===== src/rtl/mips_pkg.sv =====
// Shared definitions for the data-memory access path: access-size
// encodings, the access-unit state enum and the bus-watchdog default.
package mips_pkg;

    localparam logic [1:0] SIZE_BYTE = 2'b00;
    localparam logic [1:0] SIZE_HW   = 2'b01;
    localparam logic [1:0] SIZE_WORD = 2'b11;

    localparam int TIMEOUT_DEF = 256;

    typedef enum logic [1:0] {
        ST_IDLE = 2'd0,
        ST_REQ  = 2'd1,
        ST_DONE = 2'd2
    } state_e;

endpackage


===== src/rtl/mem_access_unit_if.sv =====
// Data-memory bus: one req/ack transaction with word address, byte
// enables and lane-positioned write data. master = access unit side,
// slave = memory side.
interface mem_access_unit_if;

    logic        mem_req_out;
    logic        mem_we_out;
    logic [29:0] mem_addr_out;
    logic [3:0]  mem_be_out;
    logic [31:0] mem_wdata_out;
    logic [31:0] mem_rdata_in;
    logic        mem_ack_in;

    modport master (
        output mem_req_out, mem_we_out, mem_addr_out, mem_be_out, mem_wdata_out,
        input  mem_rdata_in, mem_ack_in
    );

    modport slave (
        input  mem_req_out, mem_we_out, mem_addr_out, mem_be_out, mem_wdata_out,
        output mem_rdata_in, mem_ack_in
    );

endinterface


===== src/rtl/load_align.sv =====
// Load data alignment: picks the addressed byte/halfword lane out of the
// bus word and sign- or zero-extends it to 32 bits.
module load_align (
    input  logic [31:0] rdata,
    input  logic [1:0]  off,
    input  logic [1:0]  size,
    input  logic        zext,
    output logic [31:0] out
);
    import mips_pkg::*;

    logic [7:0]  byte_sel;
    logic [15:0] half_sel;

    // Lane select followed by extension according to the access size
    always_comb begin
        byte_sel = rdata[{off, 3'b000} +: 8];
        half_sel = off[1] ? rdata[31:16] : rdata[15:0];
        case (size)
            SIZE_BYTE: out = {{24{~zext & byte_sel[7]}}, byte_sel};
            SIZE_HW:   out = {{16{~zext & half_sel[15]}}, half_sel};
            default:   out = rdata;
        endcase
    end

endmodule


===== src/rtl/mem_access_unit.sv =====
// Multi-cycle data-memory access unit: accepts a decoded load/store,
// runs one req/ack bus transaction and returns aligned load data, holding
// stall_out while the access is in flight.
// Optional feature: define MEM_TIMEOUT_EN to add a bus watchdog that
// abandons a request after TIMEOUT cycles without acknowledge.
module mem_access_unit #(
    parameter int TIMEOUT = mips_pkg::TIMEOUT_DEF
) (
    input  logic                  clk,
    input  logic                  rst_n,
    input  logic                  re_in,
    input  logic                  we_in,
    input  logic [1:0]            size_in,
    input  logic                  zext_in,
    input  logic [31:0]           addr_in,
    input  logic [31:0]           wdata_in,
    mem_access_unit_if.master     bus,
    output logic [31:0]           rdata_out,
    output logic                  stall_out,
    output logic                  wb_kill_out,
    output logic                  err_align_out,
    output logic                  err_bus_out
);
    import mips_pkg::*;

    state_e      state_q, state_d;
    logic        req_q, req_d;
    logic        we_q, we_d;
    logic [29:0] addr_q, addr_d;
    logic [1:0]  off_q, off_d;
    logic [1:0]  size_q, size_d;
    logic        zext_q, zext_d;
    logic        ld_q, ld_d;
    logic [3:0]  be_q, be_d;
    logic [31:0] wdata_q, wdata_d;
    logic [31:0] rbuf_q, rbuf_d;

    logic        access;
    logic        legal;
    logic [3:0]  be_new;
    logic [31:0] wdata_new;
    logic [31:0] aligned;
    logic        timeout_hit;
    logic        to_kill;

    // Legality check and store lane generation for the presented access
    always_comb begin
        access    = re_in | we_in;
        legal     = 1'b0;
        be_new    = 4'b0000;
        wdata_new = wdata_in;
        case (size_in)
            SIZE_BYTE: begin
                legal     = 1'b1;
                be_new    = 4'b0001 << addr_in[1:0];
                wdata_new = {4{wdata_in[7:0]}};
            end
            SIZE_HW: begin
                legal     = ~addr_in[0];
                be_new    = addr_in[1] ? 4'b1100 : 4'b0011;
                wdata_new = {2{wdata_in[15:0]}};
            end
            SIZE_WORD: begin
                legal     = (addr_in[1:0] == 2'b00);
                be_new    = 4'b1111;
                wdata_new = wdata_in;
            end
            default: legal = 1'b0;
        endcase
    end

`ifdef MEM_TIMEOUT_EN
    localparam int CNT_W = $clog2(TIMEOUT + 1);

    logic [CNT_W-1:0] cnt_q, cnt_d;
    logic             to_q, to_d;

    // Watchdog: counts ack-less REQ cycles, zero whenever not in REQ
    always_comb begin
        cnt_d       = cnt_q;
        to_d        = to_q;
        timeout_hit = (state_q == ST_REQ) && !bus.mem_ack_in &&
                      (cnt_q == CNT_W'(TIMEOUT - 1));
        if (state_q != ST_REQ)
            cnt_d = '0;
        else if (!bus.mem_ack_in)
            cnt_d = cnt_q + 1'b1;
        if (state_q == ST_IDLE)
            to_d = 1'b0;
        else if (timeout_hit)
            to_d = 1'b1;
    end

    // Watchdog registers
    always_ff @(posedge clk or negedge rst_n) begin
        if (!rst_n) begin
            cnt_q <= '0;
            to_q  <= 1'b0;
        end else begin
            cnt_q <= cnt_d;
            to_q  <= to_d;
        end
    end

    assign err_bus_out = timeout_hit;
    assign to_kill     = to_q;
`else
    logic unused_timeout;
    assign unused_timeout = ^32'(TIMEOUT);
    assign timeout_hit    = 1'b0;
    assign err_bus_out    = 1'b0;
    assign to_kill        = 1'b0;
`endif

    load_align u_load_align (
        .rdata (rbuf_q),
        .off   (off_q),
        .size  (size_q),
        .zext  (zext_q),
        .out   (aligned)
    );

    // FSM next state, captured transaction fields and pipeline control
    always_comb begin
        state_d       = state_q;
        req_d         = req_q;
        we_d          = we_q;
        addr_d        = addr_q;
        off_d         = off_q;
        size_d        = size_q;
        zext_d        = zext_q;
        ld_d          = ld_q;
        be_d          = be_q;
        wdata_d       = wdata_q;
        rbuf_d        = rbuf_q;
        stall_out     = 1'b0;
        wb_kill_out   = 1'b0;
        err_align_out = 1'b0;
        case (state_q)
            ST_IDLE: begin
                if (access && legal) begin
                    // we_in takes priority: a store with re_in also set is a store
                    stall_out = 1'b1;
                    state_d   = ST_REQ;
                    req_d     = 1'b1;
                    we_d      = we_in;
                    ld_d      = ~we_in;
                    addr_d    = addr_in[31:2];
                    off_d     = addr_in[1:0];
                    size_d    = size_in;
                    zext_d    = zext_in;
                    be_d      = be_new;
                    wdata_d   = wdata_new;
                end else if (access) begin
                    err_align_out = 1'b1;
                    wb_kill_out   = 1'b1;
                end
            end
            ST_REQ: begin
                stall_out   = 1'b1;
                wb_kill_out = 1'b1;
                if (bus.mem_ack_in) begin
                    req_d   = 1'b0;
                    rbuf_d  = bus.mem_rdata_in;
                    state_d = ST_DONE;
                end else if (timeout_hit) begin
                    req_d   = 1'b0;
                    ld_d    = 1'b0;
                    state_d = ST_DONE;
                end
            end
            ST_DONE: begin
                wb_kill_out = to_kill;
                state_d     = ST_IDLE;
            end
            default: state_d = ST_IDLE;
        endcase
        rdata_out = ((state_q == ST_DONE) && ld_q) ? aligned : 32'h0;
    end

    // State and bus-output registers; reset aborts any transaction
    always_ff @(posedge clk or negedge rst_n) begin
        if (!rst_n) begin
            state_q <= ST_IDLE;
            req_q   <= 1'b0;
            we_q    <= 1'b0;
            addr_q  <= '0;
            off_q   <= '0;
            size_q  <= '0;
            zext_q  <= 1'b0;
            ld_q    <= 1'b0;
            be_q    <= '0;
            wdata_q <= '0;
            rbuf_q  <= '0;
        end else begin
            state_q <= state_d;
            req_q   <= req_d;
            we_q    <= we_d;
            addr_q  <= addr_d;
            off_q   <= off_d;
            size_q  <= size_d;
            zext_q  <= zext_d;
            ld_q    <= ld_d;
            be_q    <= be_d;
            wdata_q <= wdata_d;
            rbuf_q  <= rbuf_d;
        end
    end

    assign bus.mem_req_out   = req_q;
    assign bus.mem_we_out    = we_q;
    assign bus.mem_addr_out  = addr_q;
    assign bus.mem_be_out    = be_q;
    assign bus.mem_wdata_out = wdata_q;

endmodule


===== src/flat_wrapper.sv =====
// flat-port wrapper written by rule: the top's interface ports become plain ports
module mem_access_unit_flat import mips_pkg::*;
#(
    parameter int TIMEOUT = mips_pkg::TIMEOUT_DEF
)
  (clk, rst_n, re_in, we_in, size_in, zext_in, addr_in, wdata_in, rdata_out, stall_out, wb_kill_out, err_align_out, err_bus_out, bus_mem_req_out, bus_mem_we_out, bus_mem_addr_out, bus_mem_be_out, bus_mem_wdata_out, bus_mem_rdata_in, bus_mem_ack_in);
  mem_access_unit_if bus_i ();
  input  logic clk;
  input  logic rst_n;
  input  logic re_in;
  input  logic we_in;
  input  logic [1:0] size_in;
  input  logic zext_in;
  input  logic [31:0] addr_in;
  input  logic [31:0] wdata_in;
  output logic [31:0] rdata_out;
  output logic stall_out;
  output logic wb_kill_out;
  output logic err_align_out;
  output logic err_bus_out;
  output wire logic [$bits(bus_i.mem_req_out)-1:0] bus_mem_req_out;
  output wire logic [$bits(bus_i.mem_we_out)-1:0] bus_mem_we_out;
  output wire logic [$bits(bus_i.mem_addr_out)-1:0] bus_mem_addr_out;
  output wire logic [$bits(bus_i.mem_be_out)-1:0] bus_mem_be_out;
  output wire logic [$bits(bus_i.mem_wdata_out)-1:0] bus_mem_wdata_out;
  input wire logic [$bits(bus_i.mem_rdata_in)-1:0] bus_mem_rdata_in;
  input wire logic [$bits(bus_i.mem_ack_in)-1:0] bus_mem_ack_in;
  assign bus_mem_req_out = bus_i.mem_req_out;
  assign bus_mem_we_out = bus_i.mem_we_out;
  assign bus_mem_addr_out = bus_i.mem_addr_out;
  assign bus_mem_be_out = bus_i.mem_be_out;
  assign bus_mem_wdata_out = bus_i.mem_wdata_out;
  assign bus_i.mem_rdata_in = bus_mem_rdata_in;
  assign bus_i.mem_ack_in = bus_mem_ack_in;
  mem_access_unit #(.TIMEOUT(TIMEOUT)) u_core (.clk(clk), .rst_n(rst_n), .re_in(re_in), .we_in(we_in), .size_in(size_in), .zext_in(zext_in), .addr_in(addr_in), .wdata_in(wdata_in), .bus(bus_i), .rdata_out(rdata_out), .stall_out(stall_out), .wb_kill_out(wb_kill_out), .err_align_out(err_align_out), .err_bus_out(err_bus_out));
endmodule

===== config.mk =====
export PLATFORM = sky130hd
export DESIGN_NAME = mem_access_unit_flat
export DESIGN_NICKNAME = d
export VERILOG_FILES = /design/src/rtl/mips_pkg.sv /design/src/rtl/mem_access_unit_if.sv /design/src/rtl/load_align.sv /design/src/rtl/mem_access_unit.sv /design/src/flat_wrapper.sv
export SDC_FILE = /design/constraint.sdc
export NUM_CORES = 1
export LEC_CHECK = 0
export CAP_MARGIN = 20
export CORE_MARGIN = 4
export CORE_UTILIZATION = 48
export DETAILED_ROUTE_END_ITERATION = 10
export PLACE_DENSITY_LB_ADDON = 0.12
export SLEW_MARGIN = 15
export SYNTH_ARGS = -nofsm -noshare
export SYNTH_HDL_FRONTEND = slang
export SYNTH_HIERARCHICAL = 1
export SYNTH_SLANG_ARGS = --single-unit

===== constraint.sdc =====
create_clock -name clk -period 3.3 [get_ports clk]
set_clock_uncertainty 0.1 [all_clocks]
set_input_delay 0.33 -clock clk [delete_from_list [all_inputs] [get_ports clk]]
set_output_delay 0.33 -clock clk [all_outputs]
set_load 0.05 [all_outputs]

# Word-level counts from Yosys, hierarchy flattened
# Index checks and enable logic that the tools add are counted.
# word_totals
output_inout_bits	104
register_bits	108
# classes
n_bitwise	6
eq_ne	7
reduce_logical	11
muxes	19
shift	2
# op_table
op	n
$pmux W32 S2	2
$mux W32	1
$shiftx A32 B6 Y8	1
$mux W16	1
$pmux W4 S3	1
$logic_not A2 Y1	4
$eq A2 B1 Y1 const B	3
$mux W1	6
$pmux W1 S2	3
$reduce_and A2 Y1	3
$eq A2 B2 Y1 const B	2
$mux W2	2
$mux W4	1
$pmux W2 S2	1
$shl A1 B2 Y4 const A	1
$not A1 Y1	3
$pmux W1 S3	1
$reduce_and A3 Y1	1
$and A1 B1 Y1	2
$logic_and A1 B1 Y1	2
$ne A2 B1 Y1 const B	1
$ne A2 B2 Y1 const B	1
$reduce_bool A2 Y1	1
$or A1 B1 Y1	1

# Logic depth before layout (Yosys ltp)
# Gate-level depths: netlist of run 1.
# logic_depth
ltp_word	5
ltp_mapped	7
ltp_nobuf	5

# Hierarchy
# The synthesis of run 1 kept the hierarchy.
# by_module_without_submodules
module	instances	seq_area_each_um2	cells_per_inst	area_each_um2
mem_access_unit	1	2702.6	444	4708.3
load_align	1	0.0	122	694.4

# Worst setup path after synthesis of run 1
# Ideal clock, no wire load.
# synth_timing
kind	reg2out
from	reg u_core.off_q[0]
to	out rdata_out[10]
arrival_time_ns	1.651
required_time_ns	2.870
slack_ns	1.219
stages_incl_launch_ff	6
path_cell_list	dfrtp_1 > mux2i_1 > mux2_4 > nor4_4 > a221o_1 > and2_1
# synth_between
elab_chain_len	4
# synth_lines
item	line	source
start: declaration	mem_access_unit.sv:30	logic [1:0] off_q, off_d;
start signal: assignment	mem_access_unit.sv:188	off_q <= '0;
start signal: assignment	mem_access_unit.sv:200	off_q <= off_d;
$shiftx A32 B6 Y8	load_align.sv:17	byte_sel = rdata[{off, 3'b000} +: 8];
$and A1 B1 Y1	load_align.sv:20	SIZE_BYTE: out = {{24{~zext & byte_sel[7]}}, byte_sel};
$pmux W32 S2	load_align.sv:19	case (size)
via u_core.aligned[10]	mem_access_unit.sv:42	logic [31:0] aligned;
$mux W32	mem_access_unit.sv:178	rdata_out = ((state_q == ST_DONE) && ld_q) ? aligned : 32'h0;
end: declaration	flat_wrapper.sv:16	output logic [31:0] rdata_out;
# The timed path passes the listed nets, and every way through them passes these cells.

# Worst setup path in the final report of run 1
# layout_timing
from	reg u_core.size_q[0]
to	out rdata_out[5]
# layout_between
elab_chain_len	3
# layout_lines
item	line	source
start: declaration	mem_access_unit.sv:31	logic [1:0] size_q, size_d;
start signal: assignment	mem_access_unit.sv:201	size_q <= size_d;
$eq A2 B1 Y1 / $logic_not A2 Y1 (equally long branches)	load_align.sv:19	
$pmux W32 S2 (*)	load_align.sv:19	
via u_core.aligned[5]	mem_access_unit.sv:42	
$mux W32 (*)	mem_access_unit.sv:178	
# The timed path passes the listed nets; every way through them passes the cells marked *.

==> results of run 1 <==
[metrics by stage]
step                worst slack (ns)  utilization
floorplan                       1.22            -
global placement               0.622        0.691
global route                  0.0463        0.718
CTS                            0.172        0.717
detailed placement             0.570        0.691
finish                         0.179        0.718
[routing by layer]
metal  wire [um]  share of wire
met1        6010           0.39
met2        7490           0.48
met3        1600           0.10
met4         452          0.029
met5           0              0
[where the power goes]
| group | internal [mW] | switching [mW] |
|---|---|---|
| registers | 1.89 | 0.457 |
| clock network | 0.555 | 0.495 |
| logic | 1.41 | 2.37 |
| total | 3.86 | 3.33 |
[worst max-delay path, delay by kind of cell, from the launching register on]
kind | cells | cell delay, ns
buf+inv | 1 | 0.80
compound gates | 2 | 0.34
simple gates | 3 | 0.71
flops | 1 | 0.48
[kinds of logic after synthesis]
family / Yosys count / share of synthesized area
flip-flops: 108 / 0.500
buffers and inverters: 41 / 0.0410
AND/OR/NAND/NOR: 266 / 0.218
AO/OA/AOI/OAI: 79 / 0.0982
other: 1 / 0.000694
multiplexers: 70 / 0.141
XOR/XNOR: 1 / 0.00162
[cells in the final DEF (no fill, tap or decap), drive strengths merged, types with 2 or more instances in the layout]
cell	count
o22a	3
clkbuf	11
clkdlybuf4s50	193
nand2	189
o21ai	34
nor2b	7
clkinv	3
nand2b	8
mux2i	26
inv	5
o311ai	2
a21o	3
a22oi	5
or2	2
a221o	10
mux2	44
dfrtp	108
nand3	2
nor2	19
buf	26
and2	32
a2bb2oi	3
a21oi	13
nor4	2
[final timing paths]
path | to | slack, ns | cells after the start | from
max reg2reg | u_core/rbuf_q[12]$_DFFE_PN0P_ | 1.38 | 6 | u_core/state_q[1]$_DFFE_PN0P_
min in group clk | u_core/rbuf_q[0]$_DFFE_PN0P_ | 0.38 | 2 | u_core/rbuf_q[0]$_DFFE_PN0P_
max | rdata_out[5] | 0.18 | 6 | u_core/size_q[0]$_DFFE_PN0P_
max in group asynchronous | u_core/rbuf_q[11]$_DFFE_PN0P_ | 2.29 | 2 | rst_n
min reg2reg | u_core/rbuf_q[0]$_DFFE_PN0P_ | 0.38 | 2 | u_core/rbuf_q[0]$_DFFE_PN0P_
min | u_core/rbuf_q[22]$_DFFE_PN0P_ | -0.03 | 1 | rst_n
[flip-flops by register name (all words and copies together) (netlist names)]
| signal | count |
|---|---|
| u_core/ld_q | 1 |
| u_core/state_q | 2 |
| u_core/bus.mem_wdata_out | 32 |
| u_core/bus.mem_be_out | 4 |
| u_core/size_q | 2 |
| u_core/bus.mem_addr_out | 30 |
| u_core/bus.mem_we_out | 1 |
| u_core/bus.mem_req_out | 1 |
| u_core/zext_q | 1 |
| u_core/rbuf_q | 32 |
| u_core/off_q | 2 |
[layout make-up]
cell class / count / area (um2)
clock buffers: 11 / 253
clock inverters: 5 / 35.0
fillers: 865 / 3080
inverters: 4 / 15.0
multi-input cells: 417 / 2480
flip-flops and latches: 108 / 2700
well taps: 140 / 175
repair buffers: 219 / 2200
==> flow_metrics.env, run 1 <==
export IMPL_hpwl_mm=11.4
export IMPL_syn_avg_cell_area_um2=9.55
export IMPL_criticalPathCategory="reg -> out"
export IMPL_grt_start_max_net_pins=86
export IMPL_setup_violations=0
export IMPL_cts_root_buffer="clkbuf_16"
export IMPL_detail_route_antenna_nets=0
export IMPL_netlist_area_leader_share=0.500
export IMPL_yosysSeqAreaShare=0.500
export IMPL_h_tree_depth=3
export IMPL_overflow=0
export IMPL_top_usage_layer="met2"
export IMPL_fin_crit_ns=3.12
export IMPL_dieArea_um2=13000
export IMPL_die_w_um=114
export IMPL_cts_path_max_buffers=2
export IMPL_outcome="finished with violations"
export IMPL_timing_fmax_mhz=320
export IMPL_wire_per_inst_um=17.2
export IMPL_rsz0062_at_grt="false"
export IMPL_post_cts_buffers=0
export IMPL_async_reset_ff_frac=1.00
export IMPL_cts_tree="built"
export IMPL_vias_per_cell=5.25
export IMPL_grt_use_total=0.245
export IMPL_area_growth_pct=45.4
export IMPL_ir_drop_mv=0.736
export IMPL_routed_wirelength_mm=15.5
export IMPL_worst_path_max_delay_cell="clkdlybuf4s50_1"
export IMPL_syn_nets=670
export IMPL_slowest_delay_ns=0.80
export IMPL_finalCritPeriodShare=0.946
export IMPL_grtUsageMet3=0.0893
export IMPL_p_leak_nw=3.61
export IMPL_synth_warnings=6
export IMPL_hold_buffers=0
export IMPL_synth_seq_cells=108
export IMPL_cts_buffers=9
export IMPL_hold_class="in -> async"
export IMPL_synthCells=566
export IMPL_ys_flop_type="dfrtp_1"
export IMPL_ys_types=45
export IMPL_drt_pass1_iterations=5
export IMPL_slew_headroom=0.413
export IMPL_first_global_vias=4914
export IMPL_place_area_um2=7550
export IMPL_initial_core_util=0.494
export IMPL_via_count=4742
export IMPL_tightestPinTransition_ns=0.880
export IMPL_critical_path_required_ns=2.87
export IMPL_core_area_um2=10900
export IMPL_yosysMostFrequentCell="nand2_1"
export IMPL_slew_viol_final=0
export IMPL_clk_pin_slew_ns=0.07
export IMPL_dpl_cell_count=887
export IMPL_nNetsFinal=863
export IMPL_maxCapViolations=0
export IMPL_p_per_area_nw_per_um2=914
export IMPL_grtUsageMet2=0.397
export IMPL_antenna_found_initial=0
export IMPL_ys_top_cells_by_area="dfrtp_1, nand2_1, mux2_1"
export IMPL_pin_count=208
export IMPL_grt_util_met1=0.295
export IMPL_fin_setup_tns_ns=0
export IMPL_row_count=38
export IMPL_clock_sinks=108
export IMPL_fin_cells=904
export IMPL_end_kind="output port"
export IMPL_drive_gt1_frac=0.0668
export IMPL_n_antenna_cell=0
export IMPL_dieHeight_um=114
export IMPL_synth_edff_count=0
export IMPL_design_area_um2=7860
export IMPL_gp_congestion=0.889
export IMPL_total_power_mw=7.18
export IMPL_yosysTopAreaCell="dfrtp_1"
export IMPL_holdWs_ns=-0.0311
export IMPL_worstSetupStartpointType="flip-flop"
export IMPL_path_cells="nor2b_2 -> nand2b_1 -> a2bb2oi_1 -> o22a_1 -> and2_1 -> clkdlybuf4s50_1"
export IMPL_syn_area_um2=5400
export IMPL_cts_resized=0
export IMPL_hold_viol=10
export IMPL_worstPathArrival_ns=2.69
export IMPL_violations="negative hold slack"
export IMPL_grt_pass1_wl_mm=24.9
export IMPL_path_max_fanout=11
export IMPL_portBuffers=206
export IMPL_clk_latency_ns=0.35
export IMPL_drc=0
export IMPL_drt_iter0_drc=317
export IMPL_synth_common_cells="nand2_1, dfrtp_1, mux2_1"
No activity file was read; power rests on OpenSTA's default activity.
==> run 2, diff against run 1 <==
Settings changed: CAP_MARGIN 20 to unset.
Clock period 3.3 ns to 3.6 ns, I/O delays scaled along.
==> run 2 against run 1 <==
  * Combinational power decreased by 9.8%
  * First-iteration DRC count rose by 7.6%
  * Sequential cell count is the same
  * Setup slack better by 0.14 ns
  * Worst hold slack improved by 0.038 ns
  * Count of clock-buffer cells in the layout unchanged
  * Total power fell by 8.1%
  * The run now ends clean
  * Largest power group unchanged
  * Critical path type unchanged
==> flow_metrics.env, run 2 (same netlist as run 1, synthesis figures left out) <==
export IMPL_outcome="finished clean"
export IMPL_rsz0062_at_grt="false"
export IMPL_ir_drop_mv=0.633
export IMPL_hold_buffers=0
export IMPL_hold_class="in -> async"
export IMPL_grt_pass1_wl_mm=24.6
export IMPL_h_tree_depth=3
export IMPL_hold_viol=0
export IMPL_post_cts_buffers=0
export IMPL_die_w_um=114
export IMPL_via_count=4810
export IMPL_n_antenna_cell=0
export IMPL_critical_path_required_ns=3.14
export IMPL_cts_tree="built"
export IMPL_rr_worst_depth=5
export IMPL_criticalPathCategory="reg -> out"
export IMPL_highest_layer="met4"
export IMPL_drc=0
export IMPL_routed_wirelength_mm=15.5
export IMPL_area_growth_pct=44.6
export IMPL_grt_use_total=0.239
export IMPL_design_area_um2=7810
export IMPL_p_per_area_nw_per_um2=845
export IMPL_detail_route_antenna_nets=0
export IMPL_dieHeight_um=114
export IMPL_met2_length_mm=7.68
export IMPL_cts_root_buffer="clkbuf_16"
export IMPL_p_leak_nw=3.56
export IMPL_drt_iter0_drc=341
export IMPL_drive_gt1_frac=0.0513
export IMPL_slowest_delay_ns=0.80
export IMPL_worst_path_max_delay_cell="clkdlybuf4s50_1"
export IMPL_overflow=0
export IMPL_nFillCells=856
export IMPL_final_common_cell="clkdlybuf4s50_1"
export IMPL_wl_met3_mm=1.62
export IMPL_end_kind="output port"
export IMPL_path_cells="nor2b_2 -> nor2b_1 -> a22oi_1 -> o21ai_1 -> and2_1 -> clkdlybuf4s50_1"
export IMPL_core_area_um2=10900
export IMPL_timing_fmax_mhz=304
export IMPL_most_common_layout_cells="clkdlybuf4s50_1, nand2_1, dfrtp_1"
export IMPL_drt_pass1_iterations=5
export IMPL_portBuffers=206
export IMPL_gp_congestion=0.926
export IMPL_row_count=38
export IMPL_dieArea_um2=13000
export IMPL_fin_crit_ns=3.29
export IMPL_hpwl_mm=11.3
export IMPL_nNetsFinal=859
export IMPL_tightestPinTransition_ns=1.04
export IMPL_maxCapViolations=0
export IMPL_vias_per_cell=5.34
export IMPL_cts_resized=0
export IMPL_clk_latency_ns=0.35
export IMPL_path_depth=6
export IMPL_slew_headroom=0.306
export IMPL_crit_family="buffers and inverters"
export IMPL_wire_per_inst_um=17.2
export IMPL_initial_core_util=0.494
export IMPL_slew_viol_final=0
export IMPL_worstSetupStartpointType="flip-flop"
export IMPL_finalCritPeriodShare=0.913
export IMPL_fin_setup_tns_ns=0
export IMPL_cts_buffers=9
export IMPL_first_global_vias=4940
export IMPL_place_area_um2=7500
export IMPL_grt_start_max_net_pins=77
export IMPL_clk_pin_slew_ns=0.07
export IMPL_worstPathArrival_ns=2.83
export IMPL_pin_count=208
export IMPL_crit_buf_inv=1
export IMPL_clock_sinks=108
export IMPL_wl_met1_mm=5.91
export IMPL_cts_path_max_buffers=2
export IMPL_path_max_fanout=15
export IMPL_antenna_found_initial=0
export IMPL_setup_violations=0
==> run 2: layout make-up <==
type | count | area (um2) | share of cell area
sequential | 108 | 2700 | 0.346
multi-input combinational | 417 | 2480 | 0.317
timing repair buffer | 215 | 2130 | 0.273
clock buffer | 11 | 253 | 0.0324
tap | 140 | 175 | 0.0224
clock inverter | 5 | 58.8 | 0.00753
inverter | 4 | 15.0 | 0.00192
==> run 2: power breakdown <==
group          internal, mW  total, mW  leakage, nW  switching, mW
clock network         0.579       1.03        0.148          0.452
logic                  1.25       3.41         2.11           2.15
registers              1.74       2.16         1.31          0.429
==> run 2: through the flow <==
stage | setup WS, ns | total power [mW] | utilization | hold WS, ns | instances
after floorplan | 1.49 | 4.41 | - | -0.0356 | 566
after global placement | 0.789 | 5.50 | 0.686 | 0.361 | 884
after detailed placement | 0.709 | 5.58 | 0.686 | 0.367 | 884
after CTS | 0.318 | 6.64 | 0.714 | 0.0428 | 900
after global routing | 0.134 | 6.98 | 0.714 | 0.0798 | 900
final | 0.314 | 6.60 | 0.714 | 0.00736 | 900
==> run 2: worst reg2reg max path, delay by kind of cell (launching register included) <==
family | cells | cell delay, ns
simple gates | 3 | 0.47
buf+inv | 2 | 1.08
flops | 1 | 0.45
==> run 2: layer usage <==
metal	vias up	GRT usage
li1	2265	-
met1	2324	0.276
met2	202	0.402
met3	19	0.0925
met4	0	0.0895
met5	-	0
==> run 2: final timing paths <==
path / startpoint / end / slack [ns]
worst max-delay path: u_core/size_q[0]$_DFFE_PN0P_ / rdata_out[0] / 0.31
worst min-delay path: rst_n / u_core/rbuf_q[19]$_DFFE_PN0P_ / 0.007
worst max register to register: u_core/state_q[1]$_DFFE_PN0P_ / u_core/rbuf_q[28]$_DFFE_PN0P_ / 1.45
worst min register to register: u_core/bus.mem_req_out$_DFFE_PN0P_ / u_core/bus.mem_req_out$_DFFE_PN0P_ / 0.38
max in group asynchronous: rst_n / u_core/bus.mem_addr_out[10]$_DFFE_PN0P_ / 2.54
min in group clk: u_core/bus.mem_req_out$_DFFE_PN0P_ / u_core/bus.mem_req_out$_DFFE_PN0P_ / 0.38
